File: config.mk
export PLATFORM = sky130hd
export DESIGN_NAME = pb_switch_port
export DESIGN_NICKNAME = d
export VERILOG_FILES = /design/src/rtl/pb_switch_port.sv
export SDC_FILE = /design/constraint.sdc
export NUM_CORES = 1
export LEC_CHECK = 0
export ABC_AREA = 0
export BUFFER_PORTS_ARGS = -buffer_cell sky130_fd_sc_hd__buf_2
export CORE_MARGIN = 1
export CORE_UTILIZATION = 61
export CTS_CLUSTER_DIAMETER = 60
export DETAILED_ROUTE_END_ITERATION = 7
export GPL_ROUTABILITY_DRIVEN = 0
export PLACE_DENSITY = 0.84
export SLEW_MARGIN = 20
export SYNTH_ARGS = -nofsm -noshare
export SYNTH_HDL_FRONTEND = slang
export SYNTH_SLANG_ARGS = --single-unit
File: constraint.sdc
create_clock -name clk -period 3 [get_ports clk]
set_clock_uncertainty 0.05 [all_clocks]
set_input_delay 0.3 -clock clk [delete_from_list [all_inputs] [get_ports clk]]
set_output_delay 0.3 -clock clk [all_outputs]
set_load 0.03 [all_outputs]
File: src/rtl/pb_switch_port.sv
// ============================================================================
// Module   : pb_switch_port
// Brief    : Debounced 8-bit slide-switch input port for PicoBlaze with sticky
//            change flags, overflow status, event counter and interrupt.
// Revision : 1.0 - initial release
// ============================================================================
`default_nettype none

module pb_switch_port #(
    parameter int DEBOUNCE_CYCLES = 50000,
    parameter int CNT_W           = 16
) (
    input  logic       clk,
    input  logic       rst_n,
    input  logic [7:0] sw,
    input  logic [7:0] port_id,
    input  logic       read_strobe,
    input  logic       interrupt_ack,
    output logic [7:0] in_port,
    output logic       interrupt
);

    localparam logic [CNT_W-1:0] c_limit = CNT_W'(DEBOUNCE_CYCLES - 1);

    logic [7:0]            r_sync1;
    logic [7:0]            r_sync2;
    logic [7:0]            r_stable;
    logic [7:0][CNT_W-1:0] r_cnt;
    logic [7:0]            r_flags;
    logic                  r_overflow;
    logic [7:0]            r_evcount;

    logic [7:0] w_diff;
    logic [7:0] w_event;
    logic       w_flag_clr;
    logic       w_ovf_clr;
    logic       w_ovf_set;
    logic       w_unused_port_id;

    // A bit's event fires on the last cycle of a full run of differing samples.
    always_comb begin
        w_diff  = r_sync2 ^ r_stable;
        w_event = '0;
        for (int i = 0; i < 8; i++) begin
            w_event[i] = w_diff[i] && (r_cnt[i] == c_limit);
        end
    end

    assign w_flag_clr       = read_strobe && (port_id[1:0] == 2'b01);
    assign w_ovf_clr        = read_strobe && (port_id[1:0] == 2'b10);
    assign w_ovf_set        = |(w_event & r_flags);
    assign w_unused_port_id = &{1'b0, port_id[7:2]};

    always_ff @(posedge clk or negedge rst_n) begin
        if (!rst_n) begin
            r_sync1    <= '0;
            r_sync2    <= '0;
            r_stable   <= '0;
            r_cnt      <= '0;
            r_flags    <= '0;
            r_overflow <= 1'b0;
            r_evcount  <= '0;
            in_port    <= '0;
            interrupt  <= 1'b0;
        end else begin
            r_sync1 <= sw;
            r_sync2 <= r_sync1;

            for (int i = 0; i < 8; i++) begin
                if (!w_diff[i]) begin
                    r_cnt[i] <= '0;
                end else if (w_event[i]) begin
                    r_cnt[i]    <= '0;
                    r_stable[i] <= r_sync2[i];
                end else begin
                    r_cnt[i] <= r_cnt[i] + CNT_W'(1);
                end
            end

            // Set beats clear for both the flags and the overflow bit.
            r_flags    <= (w_flag_clr ? 8'h00 : r_flags) | w_event;
            r_overflow <= w_ovf_set | (r_overflow & ~w_ovf_clr);

            if (|w_event) begin
                r_evcount <= r_evcount + 8'd1;
            end

            if (|w_event) begin
                interrupt <= 1'b1;
            end else if (interrupt_ack) begin
                interrupt <= 1'b0;
            end

            case (port_id[1:0])
                2'b00:   in_port <= r_stable;
                2'b01:   in_port <= r_flags;
                2'b10:   in_port <= {6'b0, r_overflow, |r_flags};
                default: in_port <= r_evcount;
            endcase
        end
    end

endmodule

`default_nettype wire

==> impl_metrics.env, run 1 <==
export IMPL_drtIter0Drc=397
export IMPL_clk_pin_slew_worst_paths_ns=0.06
export IMPL_area_growth_syn_to_layout_pct=12.31
export IMPL_first_global_vias=5537
export IMPL_cp_arrival_ns=2.90
export IMPL_p_per_area_nw_per_um2=538.4
export IMPL_period_needed_ns=2.635
export IMPL_max_slew_worst_pin_slew_ns=0.9218
export IMPL_critPathKind="flop to flop"
export IMPL_routed_wl_um=14860
export IMPL_grt_pass1_wl_um=25250
export IMPL_portBuffers=22
export IMPL_synthFlopType="dfrtp_1"
export IMPL_synth_xor_area_share_pct=13.38
export IMPL_route_detailed_drc=0
export IMPL_postSynthAreaPerCell_um2=10.54
export IMPL_detail_route_antenna_nets=0
export IMPL_num_vias=5589
export IMPL_drv_cap=0
export IMPL_via_per_inst=5.651
export IMPL_p_leak_nw=4.129
export IMPL_syn_nets=793
export IMPL_startpoint_type="flop"
export IMPL_finalCritPeriodShare_pct=87.82
export IMPL_row_count=41
export IMPL_clock_sinks=178
export IMPL_post_cts_buffers=0
export IMPL_holdWs_ns=0.1290
export IMPL_worstHoldPathType="input pin to flop"
export IMPL_place_ws_ns=0.3844
export IMPL_ys_warn_count=0
export IMPL_synth_adder_area_share_pct=1.399
export IMPL_synth_compound_area_share_pct=2.735
export IMPL_cts_buffers=17
export IMPL_htreeDepth=4
export IMPL_antenna_found_initial=1
export IMPL_hold_violations=0
export IMPL_tns_ns=0
export IMPL_core_area_um2=12720
export IMPL_cp_data_required_time_ns=3.26
export IMPL_muxShareOfSynthArea_pct=2.284
export IMPL_hpwl_um=9985
export IMPL_fill_cells=892
export IMPL_cts_root_buf="clkbuf_16"
export IMPL_layout_nets=832
export IMPL_wl_per_cell_um=15.03
export IMPL_synthesis_area_um2=8051
export IMPL_start_util_pct=63.29
export IMPL_die_x_um=116.9
export IMPL_synth_edf_count=0
export IMPL_firstDrtPassIters=6
export IMPL_grt_overflow=0
export IMPL_syn_inst=764
export IMPL_synth_seq_cells=178
export IMPL_yosysSeqAreaShare_pct=55.32
export IMPL_die_area_um2=13660
export IMPL_setup_viol=0
export IMPL_ys_types=47
export IMPL_critPathMaxFanout=8
export IMPL_end_kind="flop"
export IMPL_cts_hold_buf=9
export IMPL_cts_buffer_depth=2
export IMPL_drive_above_1_share_pct=11.27
export IMPL_insertion_delay_ns=0.43
export IMPL_grt_total_usage_pct=24.18
export IMPL_ir_drop_v=0.0003842
export IMPL_grt_max_degree=79
export IMPL_setup_ws_ns=0.3653
export IMPL_synthSimpleGateAreaFrac_pct=23.11
export IMPL_fmax_ghz=0.3795
export IMPL_rsz0062_at_grt="false"
export IMPL_cts_resized=0
export IMPL_max_slew_margin_pct=38.43
export IMPL_ios=29
export IMPL_cts_tree="built"
export IMPL_slew_violations=0
export IMPL_outcome="finished, final reports clean"
export IMPL_synth_top_family_by_area="simple AND/OR/NAND/NOR gates"
export IMPL_async_flop_share_pct=100.0
export IMPL_die_h_um=116.9
==> worst max-delay path, stage by stage, from the launching register on <==
cell	delay (ns)
dfrtp_1	0.40
ha_1	0.23
and3_1	0.24
nand4_1	0.16
nor3_4	0.08
a2111oi_2	0.86
nand2_1	0.20
mux2_2	0.31
==> cell families (layout without fill, tap and decap cells) <==
group	count (synthesis)	in the layout
simple gates	376	376
mux	16	16
fa+ha+maj	9	9
xor+xnor	123	123
flops	178	178
compound gates	33	33
buf+inv	29	81
other cells	0	1
==> metal layers <==
metal  vias up  part of all wire [%]  track usage [%]  routed length, µm
met4         0                   1.4            8.186                203
met5         -                     0                0                  0
li1       2655                     -                -                  -
met1      2804                    45            30.26               6675
met3        22                   3.4            5.922                503
met2       108                    50            41.38               7480
==> registers in the layout, indices dropped and copies added (netlist names) <==
| name | count |
|---|---|
| r_evcount | 8 |
| r_flags | 8 |
| r_cnt | 128 |
| interrupt | 1 |
| r_sync2 | 8 |
| r_stable | 8 |
| in_port | 8 |
| r_sync1 | 8 |
| r_overflow | 1 |
==> area by class of cell <==
class                           instances  area [µm²]  share of cell area (%)
Timing Repair Buffer                   38       271.5                   3.003
Clock inverter                          7       97.59                   1.079
Antenna cell                            1       2.502                 0.02767
Inverter                               11       41.29                  0.4566
Multi-Input combinational cell        557        3455                   38.20
Sequential cell                       178        4454                   49.26
Tap cell                              172       215.2                   2.380
Clock buffer                           25       505.5                   5.590
==> per-stage QoR <==
step | power [W] | std cells | cell area, µm² | utilization, %
floorplan | 0.002601 | 764 | 8051 | -
global placement | 0.002672 | 947 | 8347 | 65.61
detailed placement | 0.002681 | 947 | 8347 | 65.61
CTS | 0.004901 | 988 | 9040 | 71.06
global route | 0.005049 | 989 | 9042 | 71.08
finish | 0.004868 | 989 | 9042 | 71.08
==> cell usage after synthesis, types with 2 or more instances <==
cell	number	share of area (%)
ha_1	9	1.4
xnor2_1	55	6.0
and3_1	24	1.9
xor2_1	68	7.4
or4_4	2	0.28
clkbuf_2	3	0.19
buf_4	3	0.28
nor3_4	2	0.40
or2_2	9	0.70
nor4b_1	5	0.54
inv_1	11	0.51
clkbuf_1	7	0.33
nand4b_1	2	0.22
or4b_1	2	0.25
buf_2	3	0.19
mux2i_1	6	0.75
nand2_1	52	2.4
nand2b_1	2	0.16
and4_1	4	0.44
nor3b_1	2	0.19
a22oi_1	3	0.28
nor2b_1	2	0.16
a21o_1	6	0.56
nor3_1	8	0.50
nor2_1	160	7.5
dfrtp_1	178	55
nand3_1	49	3.0
nor4_4	2	0.53
nand4_1	31	2.4
nor4_1	7	0.54
mux2_2	9	1.3
and2_1	3	0.23
or3_1	2	0.16
and3_2	4	0.37
a21oi_1	9	0.56
o21ai_0	8	0.50
buf_6	2	0.28
==> worst paths after layout <==
kind	start	to	slack, ns	cells past startpoint
min	interrupt_ack	interrupt	0.13	3
max	r_cnt[16]	r_evcount[1]	0.37	7
max in group asynchronous	rst_n	r_evcount[3]	1.70	3
min in group asynchronous	rst_n	r_cnt[107]	0.42	2
max reg2reg	r_cnt[16]	r_evcount[1]	0.37	7
min reg2reg	r_sync1[5]	r_sync2[5]	0.29	0
==> cell usage in the layout, fill, tap and decap left out, types with 3 or more instances in the layout <==
cell	synthesis	routed
buf_2	3	21
o21ai_0	8	8
a21oi_1	9	9
buf_4	3	6
nand3_1	49	49
clkbuf_1	7	3
and3_1	24	24
and2_1	3	3
nand2_1	52	52
a22oi_1	3	3
inv_1	11	11
nor4b_1	5	5
mux2i_1	6	6
dfrtp_1	178	178
or2_2	9	9
xnor2_1	55	55
dlygate4sd3_1	0	9
mux2_2	9	9
nor3_1	8	8
a21o_1	6	6
xor2_1	68	68
clkbuf_8	0	5
nor2_1	160	160
and4_1	4	4
clkbuf_16	0	17
and3_2	4	4
nor4_1	7	7
ha_1	9	9
nand4_1	31	31
==> where the power goes <==
part           internal, W  switching [W]
Clock              0.00134       0.000884
Sequential         0.00244      0.0000331
Combinational    0.0000568       0.000116
Total              0.00384        0.00103
Note: power is estimated with default switching activity, not from simulation.
==> run 2, diff against run 1 <==
CORE_UTILIZATION = 50   (was 61)
PLACE_DENSITY = 0.72   (was 0.84)
==> impl_metrics.env, run 2 (synthesized netlist as in run 1, its figures left out) <==
export IMPL_design_area_um2=9109
export IMPL_drive_above_1_share_pct=11.40
export IMPL_startpoint="r_cnt[16]"
export IMPL_max_slew_margin_pct=39.30
export IMPL_finalCritPeriodShare_pct=87.11
export IMPL_clk_pin_slew_worst_paths_ns=0.06
export IMPL_cp_top_family="compound AO/OA/AOI/OAI gates"
export IMPL_clock_sinks=178
export IMPL_layout_nets=834
export IMPL_top_register="r_cnt"
export IMPL_num_antenna_cells=0
export IMPL_final_util_pct=57.55
export IMPL_critPathMaxFanout=8
export IMPL_first_global_vias=5143
export IMPL_slowest_stage="a2111oi_2"
export IMPL_largest_reg_flops=128
export IMPL_insertion_delay_ns=0.44
export IMPL_slew_violations=0
export IMPL_die_area_um2=16610
export IMPL_row_count=46
export IMPL_detail_route_antenna_nets=0
export IMPL_setup_viol=0
export IMPL_critPathKind="flop to flop"
export IMPL_worstHoldStart="read_strobe"
export IMPL_rsz0062_at_grt="false"
export IMPL_startpoint_type="flop"
export IMPL_cts_buffers=17
export IMPL_grt_overflow=0
export IMPL_dp_cells=993
export IMPL_end_kind="flop"
export IMPL_hold_violations=0
export IMPL_area_growth_syn_to_layout_pct=13.13
export IMPL_cp_cell_sequence="ha_1, and3_1, nand4_1, nor3_4, a2111oi_2, nand2_1, mux2_2"
export IMPL_die_x_um=128.9
export IMPL_fill_cells=1335
export IMPL_hpwl_um=9297
export IMPL_drtIter0Drc=220
export IMPL_cts_root_buf="clkbuf_16"
export IMPL_timing_reg2reg_setup_slack_ns=0.39
export IMPL_r2r_cells=7
export IMPL_grt_pass1_wl_um=24880
export IMPL_cp_arrival_ns=2.89
export IMPL_cts_resized=0
export IMPL_drv_cap=0
export IMPL_antenna_found_initial=0
export IMPL_routed_wl_um=14360
export IMPL_cts_buffer_depth=2
export IMPL_stdcell_count=1032
export IMPL_htreeDepth=4
export IMPL_fmax_ghz=0.3827
export IMPL_timing_rr_start="r_cnt[16]"
export IMPL_die_h_um=128.9
export IMPL_hold_path_endpoint="r_overflow"
export IMPL_start_util_pct=50.87
export IMPL_num_vias=5352
export IMPL_period_needed_ns=2.613
export IMPL_worstHoldPathType="input pin to flop"
export IMPL_firstDrtPassIters=4
export IMPL_p_per_area_nw_per_um2=538.9
export IMPL_hold_depth=3
export IMPL_p_leak_nw=4.139
export IMPL_via_per_inst=5.186
export IMPL_final_common_cell="dfrtp_1"
export IMPL_cts_tree="built"
export IMPL_ir_drop_v=0.0004139
export IMPL_wl_per_cell_um=13.91
export IMPL_grt_total_usage_pct=19.41
export IMPL_reg2reg_to="r_evcount[1]"
export IMPL_ios=29
export IMPL_final_cell_mix="dfrtp_1, nor2_1, xor2_1"
export IMPL_critical_path_buf_inv_count=0
export IMPL_portBuffers=22
export IMPL_tns_ns=0
export IMPL_route_detailed_drc=0
export IMPL_cp_data_required_time_ns=3.28
export IMPL_slowest_delay_ns=0.85
export IMPL_core_area_um2=15830
export IMPL_grt_max_degree=99
export IMPL_outcome="finished, final reports clean"
export IMPL_max_slew_worst_pin_slew_ns=0.9088
export IMPL_placed_cell_area_um2=8417
-- run 2: changes by cell type in the layout (fill, tap and decap cells not counted) --
cell       before  now
clkbuf_1        3    2
clkinv_4        2    1
diode_2         1    0
buf_4           6    8
inv_6           0    1
bufinv_16       2    3
clkbuf_8        5    3
-- run 2: final cells by class --
cell class | count | area [µm²] | share of cell area (%)
Sequential cell | 178 | 4454 | 48.90
Tap cell | 216 | 270.3 | 2.967
Multi-Input combinational cell | 557 | 3455 | 37.93
Inverter | 11 | 41.29 | 0.4533
Clock buffer | 22 | 474.2 | 5.206
Clock inverter | 8 | 127.6 | 1.401
Timing Repair Buffer | 40 | 286.5 | 3.146
-- run 2: how the worst max path moves through the flow --
stage | end | slack [ns] | cells after the start
global route | r_evcount[1] | 0.20 | 7
global placement | r_evcount[1] | 0.40 | 7
CTS | r_evcount[1] | 0.38 | 7
finish | r_evcount[1] | 0.39 | 7
floorplan | r_evcount[1] | 0.67 | 7
detailed placement | r_evcount[1] | 0.39 | 7
-- run 2: repair_timing --
| item | in CTS | in global routing |
|---|---|---|
| setup buffers | 0 | 0 |
| endpoints found under the hold margin | 102 | 0 |
| hold buffers | 9 | 0 |
-- run 2: layer usage --
layer	routed length, µm	vias up	GRT usage [%]
met1	7062	2618	26.83
met2	6574	64	28.93
met5	0	-	0
met4	208	0	9.135
li1	-	2652	-
met3	513	18	4.657
-- run 2: worst reg2reg max path, stage by stage, from the launching register on --
cell and delay (ns):
dfrtp_1 0.39, ha_1 0.23, and3_1 0.24, nand4_1 0.16, nor3_4 0.08, a2111oi_2 0.85
nand2_1 0.20, mux2_2 0.31
-- run 2: power breakdown --
group          internal [W]  total [W]  switching (W)
Clock               0.00137    0.00226       0.000894
Combinational     0.0000573   0.000175       0.000117
Sequential          0.00244    0.00247      0.0000322
-- run 2: through the flow --
stage / worst slack (ns) / total power, W / hold slack (ns)
2_1_floorplan: 0.6691 / 0.002601 / -0.04559
3_3_place_gp: 0.4007 / 0.002681 / 0.2820
3_5_place_dp: 0.3902 / 0.002685 / 0.2847
4_1_cts: 0.3844 / 0.004968 / 0.1029
5_1_grt: 0.1992 / 0.005089 / 0.1113
6_report: 0.3867 / 0.004908 / 0.1183
==> run 3, diff against run 2 <==
==> constraint.sdc (replaced) <==
create_clock -name clk -period 3 [get_ports clk]
set_clock_uncertainty 0.05 [all_clocks]
set_input_delay 0.6 -clock clk [delete_from_list [all_inputs] [get_ports clk]]
set_output_delay 0.6 -clock clk [all_outputs]
set_load 0.03 [all_outputs]
==> impl_metrics.env, run 3 (synthesized netlist as in run 1, its figures left out) <==
export IMPL_drv_cap=0
export IMPL_max_slew_worst_pin_slew_ns=0.8932
export IMPL_reg2reg_to="r_evcount[1]"
export IMPL_largest_reg_flops=128
export IMPL_route_detailed_drc=0
export IMPL_finalCritPeriodShare_pct=88.65
export IMPL_startpoint_type="flop"
export IMPL_die_x_um=128.9
export IMPL_via_per_inst=5.184
export IMPL_top_register="r_cnt"
export IMPL_final_common_cell="dfrtp_1"
export IMPL_die_h_um=128.9
export IMPL_insertion_delay_ns=0.42
export IMPL_grt_overflow=0
export IMPL_combPwrFrac_pct=3.3
export IMPL_grt_util_met1_pct=26.47
export IMPL_cts_buffers=17
export IMPL_p_int_w=0.003931
export IMPL_total_power_w=0.005005
export IMPL_outcome="finished, final reports clean"
export IMPL_clock_sinks=178
export IMPL_hpwl_um=9406
export IMPL_cts_buffer_depth=2
export IMPL_detail_route_antenna_nets=0
export IMPL_r2r_cells=7
export IMPL_slew_violations=0
export IMPL_max_slew_margin_pct=40.34
export IMPL_core_area_um2=15830
export IMPL_p_switching_w=0.001075
export IMPL_worstHoldPathType="input pin to asynchronous set/reset pin"
export IMPL_ios=29
export IMPL_p_clk_share_pct=47.3
export IMPL_holdWs_ns=0.1404
export IMPL_grt_max_degree=80
export IMPL_post_cts_buffers=0
export IMPL_area_growth_syn_to_layout_pct=12.54
export IMPL_grt_pass1_wl_um=24750
export IMPL_cts_root_buf="clkbuf_16"
export IMPL_p_per_area_nw_per_um2=552.4
export IMPL_final_util_pct=57.25
export IMPL_wl_per_cell_um=13.94
export IMPL_clk_pin_slew_worst_paths_ns=0.07
export IMPL_firstDrtPassIters=4
export IMPL_placed_cell_area_um2=8429
export IMPL_grt_use_met2_pct=29.44
export IMPL_antenna_found_initial=0
export IMPL_timing_reg2reg_setup_slack_ns=0.34
export IMPL_cts_hold_buf=0
export IMPL_die_area_um2=16610
export IMPL_first_global_vias=5169
export IMPL_netSwitchingFraction_pct=21.47
export IMPL_timing_rr_start="r_cnt[16]"
export IMPL_critPathMaxFanout=8
export IMPL_drtIter0Drc=243
export IMPL_tns_ns=0
export IMPL_setup_viol=0
export IMPL_final_cell_mix="dfrtp_1, nor2_1, xor2_1"
export IMPL_end_kind="flop"
export IMPL_p_leak_nw=4.131
export IMPL_layout_nets=825
export IMPL_htreeDepth=4
export IMPL_start_util_pct=50.87
export IMPL_period_needed_ns=2.660
export IMPL_design_area_um2=9061
export IMPL_cp_arrival_ns=2.92
export IMPL_fmax_ghz=0.3760
export IMPL_num_antenna_cells=0
export IMPL_drive_above_1_share_pct=11.88
export IMPL_rsz0062_at_grt="false"
export IMPL_row_count=46
export IMPL_grt_total_usage_pct=19.12
export IMPL_ir_drop_v=0.0004169
export IMPL_routed_wl_um=14280
export IMPL_cts_tree="built"
export IMPL_num_vias=5308
export IMPL_grt_busiest_layer="met2"
export IMPL_use_met3_pct=4.990
export IMPL_cts_resized=0
export IMPL_hold_violations=0
export IMPL_seqPwrFrac_pct=49.4
export IMPL_critPathKind="flop to flop"
export IMPL_portBuffers=22
export IMPL_cp_data_required_time_ns=3.26
## run 3: cell count changes in the layout (fill, tap and decap cells not counted), sizes merged
cell	delta
clkbuf	-3
inv	+2
clkinvlp	-2
dlygate4sd3	-9
clkinv	+3
bufinv	+1
## run 3: power by group through the flow
| stage | Clock [W] | Sequential (W) | Combinational (W) |
|---|---|---|---|
| global route | 0.00253 | 0.00247 | 0.000197 |
| finish | 0.00237 | 0.00247 | 0.000168 |
| CTS | 0.00242 | 0.00247 | 0.000174 |
| floorplan | 0 | 0.00251 | 0.0000917 |
| detailed placement | 0 | 0.00251 | 0.000172 |
| global placement | 0 | 0.00251 | 0.000170 |
## run 3: how the worst max path moves through the flow
stage,from,end,slack [ns],depth (start not counted)
after floorplan,r_cnt[64],r_evcount[1],0.67,7
after global placement,r_cnt[16],r_evcount[1],0.38,7
after detailed placement,r_cnt[16],r_evcount[1],0.33,7
after CTS,r_cnt[16],r_evcount[1],0.33,7
after global routing,r_cnt[16],r_evcount[1],0.10,7
final,r_cnt[16],r_evcount[1],0.34,7
## run 3: stage by stage
| step | instances | worst slack, ns |
|---|---|---|
| 2_1_floorplan | 764 | 0.6691 |
| 3_3_place_gp | 993 | 0.3788 |
| 3_5_place_dp | 993 | 0.3292 |
| 4_1_cts | 1024 | 0.3256 |
| 5_1_grt | 1024 | 0.1017 |
| 6_report | 1024 | 0.3405 |
## run 3: layer usage
layer	routed length [µm]	vias to the layer above
met1	7089	2604
met5	0	-
met2	6743	54
li1	-	2642
met3	339	8
met4	106	0
## run 3: layout make-up
cell class | instances | area, µm²
timing repair buffer | 31 | 209.0
clock inverter | 12 | 178.9
sequential | 178 | 4454
inverter | 11 | 41.29
fill | 1348 | 6766
clock buffer | 19 | 452.9
multi-input combinational | 557 | 3455
tap | 216 | 270.3
## run 3: worst max-delay path, cell delays in order, from the launching register on
cell       delay, ns
dfrtp_1         0.40
ha_1            0.24
and3_1          0.24
nand4_1         0.16
nor3_4          0.08
a2111oi_2       0.83
nand2_1         0.22
mux2_2          0.32
